### src/rtl/servant_mem_arbiter.sv
// ---------------------------------------------------------------------------
// servant_mem_arbiter
//
// Shares the single-port servant RAM between the CPU Wishbone port and the
// VPU direct memory port. Each cycle at most one requester owns the RAM. A
// waiting CPU request can be held off by at most VPU_BURST_MAX consecutive
// VPU beats. CPU wait cycles are counted in a saturating 16-bit counter.
//
// Parameters
//   AW             RAM word-address width
//   VPU_BURST_MAX  VPU beats allowed while a CPU request waits (1..15)
//
// Ports
//   i_clk, i_rst_n      clock, asynchronous active-low reset
//   i_cpu_*             CPU request: adr/dat/sel/we, cyc held until ack
//   o_cpu_rdt/o_cpu_ack CPU read data and one-cycle acknowledge
//   i_vpu_*             VPU beat request: adr/dat/sel/we held until gnt
//   o_vpu_gnt           combinational: VPU beat issued to RAM this cycle
//   o_vpu_rdt/rvalid    VPU read data, valid one cycle after a read grant
//   o_ram_*             RAM port: en/we/adr/dat/sel
//   i_ram_rdt           RAM read data, valid the cycle after a read
//   o_stall_cnt         saturating count of CPU wait cycles
// ---------------------------------------------------------------------------
module servant_mem_arbiter #(
    parameter int AW            = 11,
    parameter int VPU_BURST_MAX = 4
) (
    input  logic          i_clk,
    input  logic          i_rst_n,
    input  logic [AW-1:0] i_cpu_adr,
    input  logic [31:0]   i_cpu_dat,
    input  logic [3:0]    i_cpu_sel,
    input  logic          i_cpu_we,
    input  logic          i_cpu_cyc,
    output logic [31:0]   o_cpu_rdt,
    output logic          o_cpu_ack,
    input  logic          i_vpu_req,
    input  logic          i_vpu_we,
    input  logic [AW-1:0] i_vpu_adr,
    input  logic [31:0]   i_vpu_dat,
    input  logic [3:0]    i_vpu_sel,
    output logic          o_vpu_gnt,
    output logic [31:0]   o_vpu_rdt,
    output logic          o_vpu_rvalid,
    output logic          o_ram_en,
    output logic          o_ram_we,
    output logic [AW-1:0] o_ram_adr,
    output logic [31:0]   o_ram_dat,
    output logic [3:0]    o_ram_sel,
    input  logic [31:0]   i_ram_rdt,
    output logic [15:0]   o_stall_cnt
);

    typedef enum logic [1:0] {
        GNT_NONE = 2'b00,
        GNT_CPU  = 2'b01,
        GNT_VPU  = 2'b10
    } gnt_e;

    localparam logic [3:0] BURST_MAX_C = 4'(VPU_BURST_MAX);

    // Saturating increment of the 4-bit VPU run counter.
    function automatic logic [3:0] sat_inc4(input logic [3:0] v);
        logic [3:0] r;
        if (v == 4'hF) begin
            r = v;
        end else begin
            r = v + 4'd1;
        end
        return r;
    endfunction

    // Saturating increment of the 16-bit stall counter.
    function automatic logic [15:0] sat_inc16(input logic [15:0] v);
        logic [15:0] r;
        if (v == 16'hFFFF) begin
            r = v;
        end else begin
            r = v + 16'd1;
        end
        return r;
    endfunction

    logic        cpu_ack_r;
    logic        vpu_rvalid_r;
    logic [3:0]  run_cnt_r;
    logic [15:0] stall_cnt_r;

    logic        cpu_pend_s;
    logic        vpu_req_s;
    logic        burst_ok_s;
    gnt_e        gnt_s;

    // The CPU keeps cyc high during its ack cycle; that cycle is not a new
    // request. Requests are also masked while reset is asserted so the RAM
    // port and grant drop to zero immediately, without waiting for a clock.
    assign cpu_pend_s = i_rst_n & i_cpu_cyc & ~cpu_ack_r;
    assign vpu_req_s  = i_rst_n & i_vpu_req;
    assign burst_ok_s = (run_cnt_r < BURST_MAX_C);

    // Grant selection: a lone requester wins; under contention the VPU keeps
    // the port until its run of beats reaches VPU_BURST_MAX.
    always_comb begin
        gnt_s = GNT_NONE;
        case ({cpu_pend_s, vpu_req_s})
            2'b10: gnt_s = GNT_CPU;
            2'b01: gnt_s = GNT_VPU;
            2'b11: begin
                if (burst_ok_s) begin
                    gnt_s = GNT_VPU;
                end else begin
                    gnt_s = GNT_CPU;
                end
            end
            default: gnt_s = GNT_NONE;
        endcase
    end

    // RAM port mux: driven from the owner, all zero when idle.
    always_comb begin
        o_ram_en  = 1'b0;
        o_ram_we  = 1'b0;
        o_ram_adr = '0;
        o_ram_dat = 32'h0;
        o_ram_sel = 4'h0;
        case (gnt_s)
            GNT_CPU: begin
                o_ram_en  = 1'b1;
                o_ram_we  = i_cpu_we;
                o_ram_adr = i_cpu_adr;
                o_ram_dat = i_cpu_dat;
                o_ram_sel = i_cpu_sel;
            end
            GNT_VPU: begin
                o_ram_en  = 1'b1;
                o_ram_we  = i_vpu_we;
                o_ram_adr = i_vpu_adr;
                o_ram_dat = i_vpu_dat;
                o_ram_sel = i_vpu_sel;
            end
            default: begin
                o_ram_en  = 1'b0;
                o_ram_we  = 1'b0;
                o_ram_adr = '0;
                o_ram_dat = 32'h0;
                o_ram_sel = 4'h0;
            end
        endcase
    end

    assign o_vpu_gnt = (gnt_s == GNT_VPU);

    // Response flags: CPU ack (reads and writes) and VPU read-valid, both one
    // cycle after the grant. A beat in flight at reset is dropped.
    always_ff @(posedge i_clk or negedge i_rst_n) begin
        if (!i_rst_n) begin
            cpu_ack_r    <= 1'b0;
            vpu_rvalid_r <= 1'b0;
        end else begin
            cpu_ack_r    <= (gnt_s == GNT_CPU);
            vpu_rvalid_r <= (gnt_s == GNT_VPU) & ~i_vpu_we;
        end
    end

    // VPU run length while the CPU waits; restarts once the CPU is served or
    // is no longer waiting.
    always_ff @(posedge i_clk or negedge i_rst_n) begin
        if (!i_rst_n) begin
            run_cnt_r <= 4'd0;
        end else if ((gnt_s == GNT_CPU) || !cpu_pend_s) begin
            run_cnt_r <= 4'd0;
        end else if (gnt_s == GNT_VPU) begin
            run_cnt_r <= sat_inc4(run_cnt_r);
        end else begin
            run_cnt_r <= run_cnt_r;
        end
    end

    // CPU stall counter: one per cycle the CPU waits without a grant; sticks
    // at all-ones rather than wrapping.
    always_ff @(posedge i_clk or negedge i_rst_n) begin
        if (!i_rst_n) begin
            stall_cnt_r <= 16'd0;
        end else if (cpu_pend_s && (gnt_s != GNT_CPU)) begin
            stall_cnt_r <= sat_inc16(stall_cnt_r);
        end else begin
            stall_cnt_r <= stall_cnt_r;
        end
    end

    assign o_cpu_ack    = cpu_ack_r;
    assign o_cpu_rdt    = cpu_ack_r ? i_ram_rdt : 32'h0;
    assign o_vpu_rvalid = vpu_rvalid_r;
    assign o_vpu_rdt    = vpu_rvalid_r ? i_ram_rdt : 32'h0;
    assign o_stall_cnt  = stall_cnt_r;

endmodule

### config.mk
export PLATFORM = sky130hd
export DESIGN_NAME = servant_mem_arbiter
export DESIGN_NICKNAME = d
export VERILOG_FILES = /design/src/rtl/servant_mem_arbiter.sv
export SDC_FILE = /design/constraint.sdc
export NUM_CORES = 1
export LEC_CHECK = 0
export CORE_MARGIN = 4
export CORE_UTILIZATION = 24
export DETAILED_ROUTE_END_ITERATION = 6
export GPL_TIMING_DRIVEN = 0
export PLACE_DENSITY_LB_ADDON = 0.2
export SLEW_MARGIN = 20
export SYNTH_ARGS = -nofsm -noshare
export SYNTH_HDL_FRONTEND = slang
export SYNTH_SLANG_ARGS = --single-unit
### constraint.sdc
create_clock -name i_clk -period 2.2 [get_ports i_clk]
set_input_delay 0.44 -clock i_clk [delete_from_list [all_inputs] [get_ports i_clk]]
set_output_delay 0.44 -clock i_clk [all_outputs]
set_load 0.01 [all_outputs]
==> metrics.log <==
INFO  metric power_density = 314 nW/um^2
INFO  metric grt_pass1_vias = about 3300
INFO  metric unrepaired_setup_endpoints_after_global_routing = true
INFO  metric core_area = 8680 sq um
INFO  metric timing.critical_path.to_type = primary output
INFO  metric timing_hold_violations_final = 0
INFO  metric start_util = around a quarter
INFO  metric cts_made_buffers = 3
INFO  metric cts.htree.levels = 1
INFO  metric nFillCells = approximately 700
INFO  metric slew_viol_final = 0
INFO  metric root_buffer = clkbuf_8
INFO  metric violated_checks = negative setup slack
INFO  metric dieWidth = 102 microns
INFO  metric crit_type = reg -> out
INFO  metric achievable-frequency = about 0.4 GHz
INFO  metric maximum_number_of_pins_on_one_net_before_global_route_repair = 26
INFO  metric cts.hold.buffers_added = 0
INFO  metric synthesis.area_per_instance = approximately 7.4 sq um
INFO  metric final_design_area_no_fill = between 5000 and 6000 sq um
INFO  metric dp_wirelength = around 9.5 mm
INFO  metric cts.reportedPaths.clkPinSlew = roughly 0.070 ns
INFO  metric ctsLongestPathBuffers = 2
INFO  metric timing_worst_slew_pin_value = 0.404 ns
INFO  metric final-setup-viol-count = a little under 50
INFO  metric synth_async_sr_flop_share = 100%
INFO  metric placement.io_buffers = approximately 260
INFO  metric detail_route.first_pass.iterations = 4
INFO  metric die-height = 102 microns
INFO  metric io_pins = 264
INFO  metric setup_slack = -0.300 ns
INFO  metric cellLeakagePower = around 2.6 nW
INFO  metric synth_top_area_cell = dfrtp_1
INFO  metric syn_to_final_growth = 167%
INFO  metric worst-r2r-cell-count = 8
INFO  metric synth_xor_area_share = 6.17%
INFO  metric tritoncts = yes
INFO  metric timing.rr.start = run_cnt_r[2]
INFO  metric synth-seq-area-share = 25.8%
INFO  metric outcome = complete, but fails checks
INFO  metric synthesis.area = 2130 sq um
INFO  metric path_max_fanout = 6
INFO  metric hold_slack = 0.0248 ns
INFO  metric drcViolationCount = 0
INFO  metric ys_ff_latch = 22
INFO  metric synth_adder_area_share = under 10%
INFO  metric min_period_over_period = 114%
INFO  metric setup.worst_path.start = o_cpu_ack
INFO  metric grt-ovfl-total = 0
INFO  metric synth.distinct_cells = 33
INFO  metric place_area = 4910 sq um
INFO  metric relSlewSlack = between 70% and 80%
INFO  metric vdd_drop_max = between 0.0002 and 0.0003 V
INFO  metric detail_route.wirelength = ~12 mm
INFO  metric nets = between 700 and 800
INFO  metric yosys-top-cells-area = dfrtp_1, and2_1, a22oi_1
INFO  metric rrSetupSlack = 0.02 ns
INFO  metric post-layout-total-power = around 1.8 mW
INFO  metric first_pass_grt_wire_length = 16.9 mm
INFO  metric max_cap_viol_count = 0
INFO  metric synth_edf_count = 0
INFO  metric crit-reg2reg-capture = o_stall_cnt[14]
INFO  metric post_synth_and_or_nand_nor_area_fraction = 39.2%
INFO  metric worstSetupEndpoint = o_ram_adr[0]
INFO  metric fin_crit = around 2.5 ns
INFO  metric row_cnt = 34
INFO  metric net_count_after_synthesis = 424
INFO  metric yosys_most_used_dff = dfrtp_1
INFO  metric synth_compound_gate_area_share = around a fifth
INFO  metric dr_total_vias = 3300
INFO  metric netlist.area_leader.share = about a quarter
INFO  metric antenna_violations_before_repair = 0
INFO  metric globalRouteTotalUtil = slightly above 20%
INFO  metric n_antenna_cell = 0
INFO  metric worstHoldPathType = in -> async
INFO  metric yosysWarningCount = 0
INFO  metric cts.sinks = 22
INFO  metric sequential_cell_area = 553 sq um
INFO  metric avgViaCountPerCell = about 4.8
INFO  metric critPathRequiredTime = 1.76 ns
INFO  metric drt-initial-drc-count = between 40 and 50
INFO  metric gpl.final_weighted_congestion = around 0.8
INFO  metric synth_mux_area_share = less than 1%
INFO  metric placement.setup.worst_slack = -1.27 ns
INFO  metric die-area = 10500 sq um
INFO  metric largest_family_of_logic_cells_by_synthesized_area = simple AND/OR/NAND/NOR gates
INFO  metric netlist_instances = ~290
INFO  metric worst_ep_arrival_time = between 2 and 2.5 ns
INFO  metric finClkSkew = 0.00263 ns
INFO  metric post_detailed_route_count_of_antenna_violating_nets = 0
INFO  metric clkLatencyLatePin = between 0.2 and 0.3 ns
INFO  metric fraction_of_layout_instances_using_a_drive_strength_above_1 = a little under a third
INFO  metric multiInputGateArea = between 1500 and 2000 sq um
INFO  metric finish.utilization = 65.6%
INFO  metric routed_wire_length_per_instance = roughly 17 microns
INFO  metric setup.worst_path.start_class = flip-flop
## worst min-delay path by stage
| stage | startpoint | to | slack, ns | cells after the start |
|---|---|---|---|---|
| 2_1_floorplan | i_rst_n | o_cpu_ack | 0.14 | 0 |
| 3_3_place_gp | o_stall_cnt[15] | o_stall_cnt[15] | 0.48 | 1 |
| 3_5_place_dp | i_rst_n | o_stall_cnt[0] | 0.47 | 1 |
| 4_1_cts | i_rst_n | o_stall_cnt[0] | 0.02 | 1 |
| 5_1_grt | i_rst_n | o_stall_cnt[3] | 0.02 | 1 |
| 6_report | i_rst_n | o_stall_cnt[2] | 0.02 | 1 |
## placed cells by master (no fill, tap or decap), types with 9 or more instances in the layout
master           instances
a22oi_1                 13
xor2_1                   9
buf_2                   41
nor2_2                  18
dlymetal6s2s_1          14
nor2_4                  10
a22oi_2                 35
buf_4                   16
nor2_1                  32
buf_6                   17
and2_1                  64
clkbuf_8                10
dfrtp_1                 20
clkdlybuf4s50_1        195
## per-stage QoR
step / TNS [ns] / cells
after global placement: -118.93 / 658
final: -11.12 / 687
after global routing: -16.78 / 687
after floorplan: 0 / 287
after detailed placement: -64.52 / 658
after CTS: -11.86 / 680
## kinds of logic after synthesis
kind of cell             after synthesis
AO/OA/AOI/OAI                         58
XOR/XNOR                              15
adder cells (fa/ha/maj)                5
buffers and inverters                 28
flip-flops                            22
multiplexers                           2
AND/OR/NAND/NOR                      157
## worst max-delay path, cell delays in order, from the launching register on
cell and delay (ns):
dfrtp_2 0.44, nand3b_1 0.18, a21o_1 0.23, buf_6 0.14, ha_4 0.27, bufbuf_16 0.27, nor2_1 0.11, buf_2 0.15
## power by group
part	internal (mW)	switching, mW
Clock	0.160	0.124
Sequential	0.458	0.0687
Combinational	0.596	0.381
## final cells by class
type                       instances  share of cell area [%]
buffer                            20                    5.41
clock buffer                       4                   0.967
inverter                           7                   0.461
timing repair buffer             289                    48.3
sequential                        22                    9.71
multi-input combinational        237                    32.7
tap                              108                    2.37
## per-layer routing
| layer | global-route usage (%) | part of all wire [%] | wire, microns | vias to the layer above |
|---|---|---|---|---|
| li1 | - | - | - | 1575 |
| met1 | 21.4 | 34 | 4130 | 1532 |
| met2 | 40.0 | 54 | 6490 | 169 |
| met3 | 5.26 | 9.0 | 1080 | 24 |
| met4 | 4.94 | 2.4 | 285 | 0 |
| met5 | 0 | 0 | 0 | - |
## registers in the layout (all words and copies together), names as in the netlist
signal,cells
run_cnt_r,4
o_stall_cnt,16
o_cpu_ack,1
o_vpu_rvalid,1
## timing repair
| action | 4_1_cts | 5_1_grt |
|---|---|---|
| gates resized for setup | 317 | 76 |
| endpoints found under the setup margin | 113 | 104 |
| pin swaps | 16 | 19 |
| endpoints found under the hold margin | 0 | 0 |
| setup buffers | 12 | 7 |
| gates cloned | 6 | 1 |
## synth_stat cells, types with 2 or more instances
| library cell | n |
|---|---|
| and2_1 | 64 |
| nor2_1 | 60 |
| a22oi_1 | 48 |
| dfrtp_1 | 22 |
| clkbuf_1 | 19 |
| xor2_1 | 9 |
| nand2_1 | 8 |
| nand3_1 | 8 |
| inv_1 | 7 |
| xnor2_1 | 6 |
| ha_1 | 5 |
| a21oi_1 | 4 |
| nor3_1 | 4 |
| and4_1 | 2 |
| buf_1 | 2 |
| nand3b_1 | 2 |
Note: power is estimated with default switching activity, not from simulation.
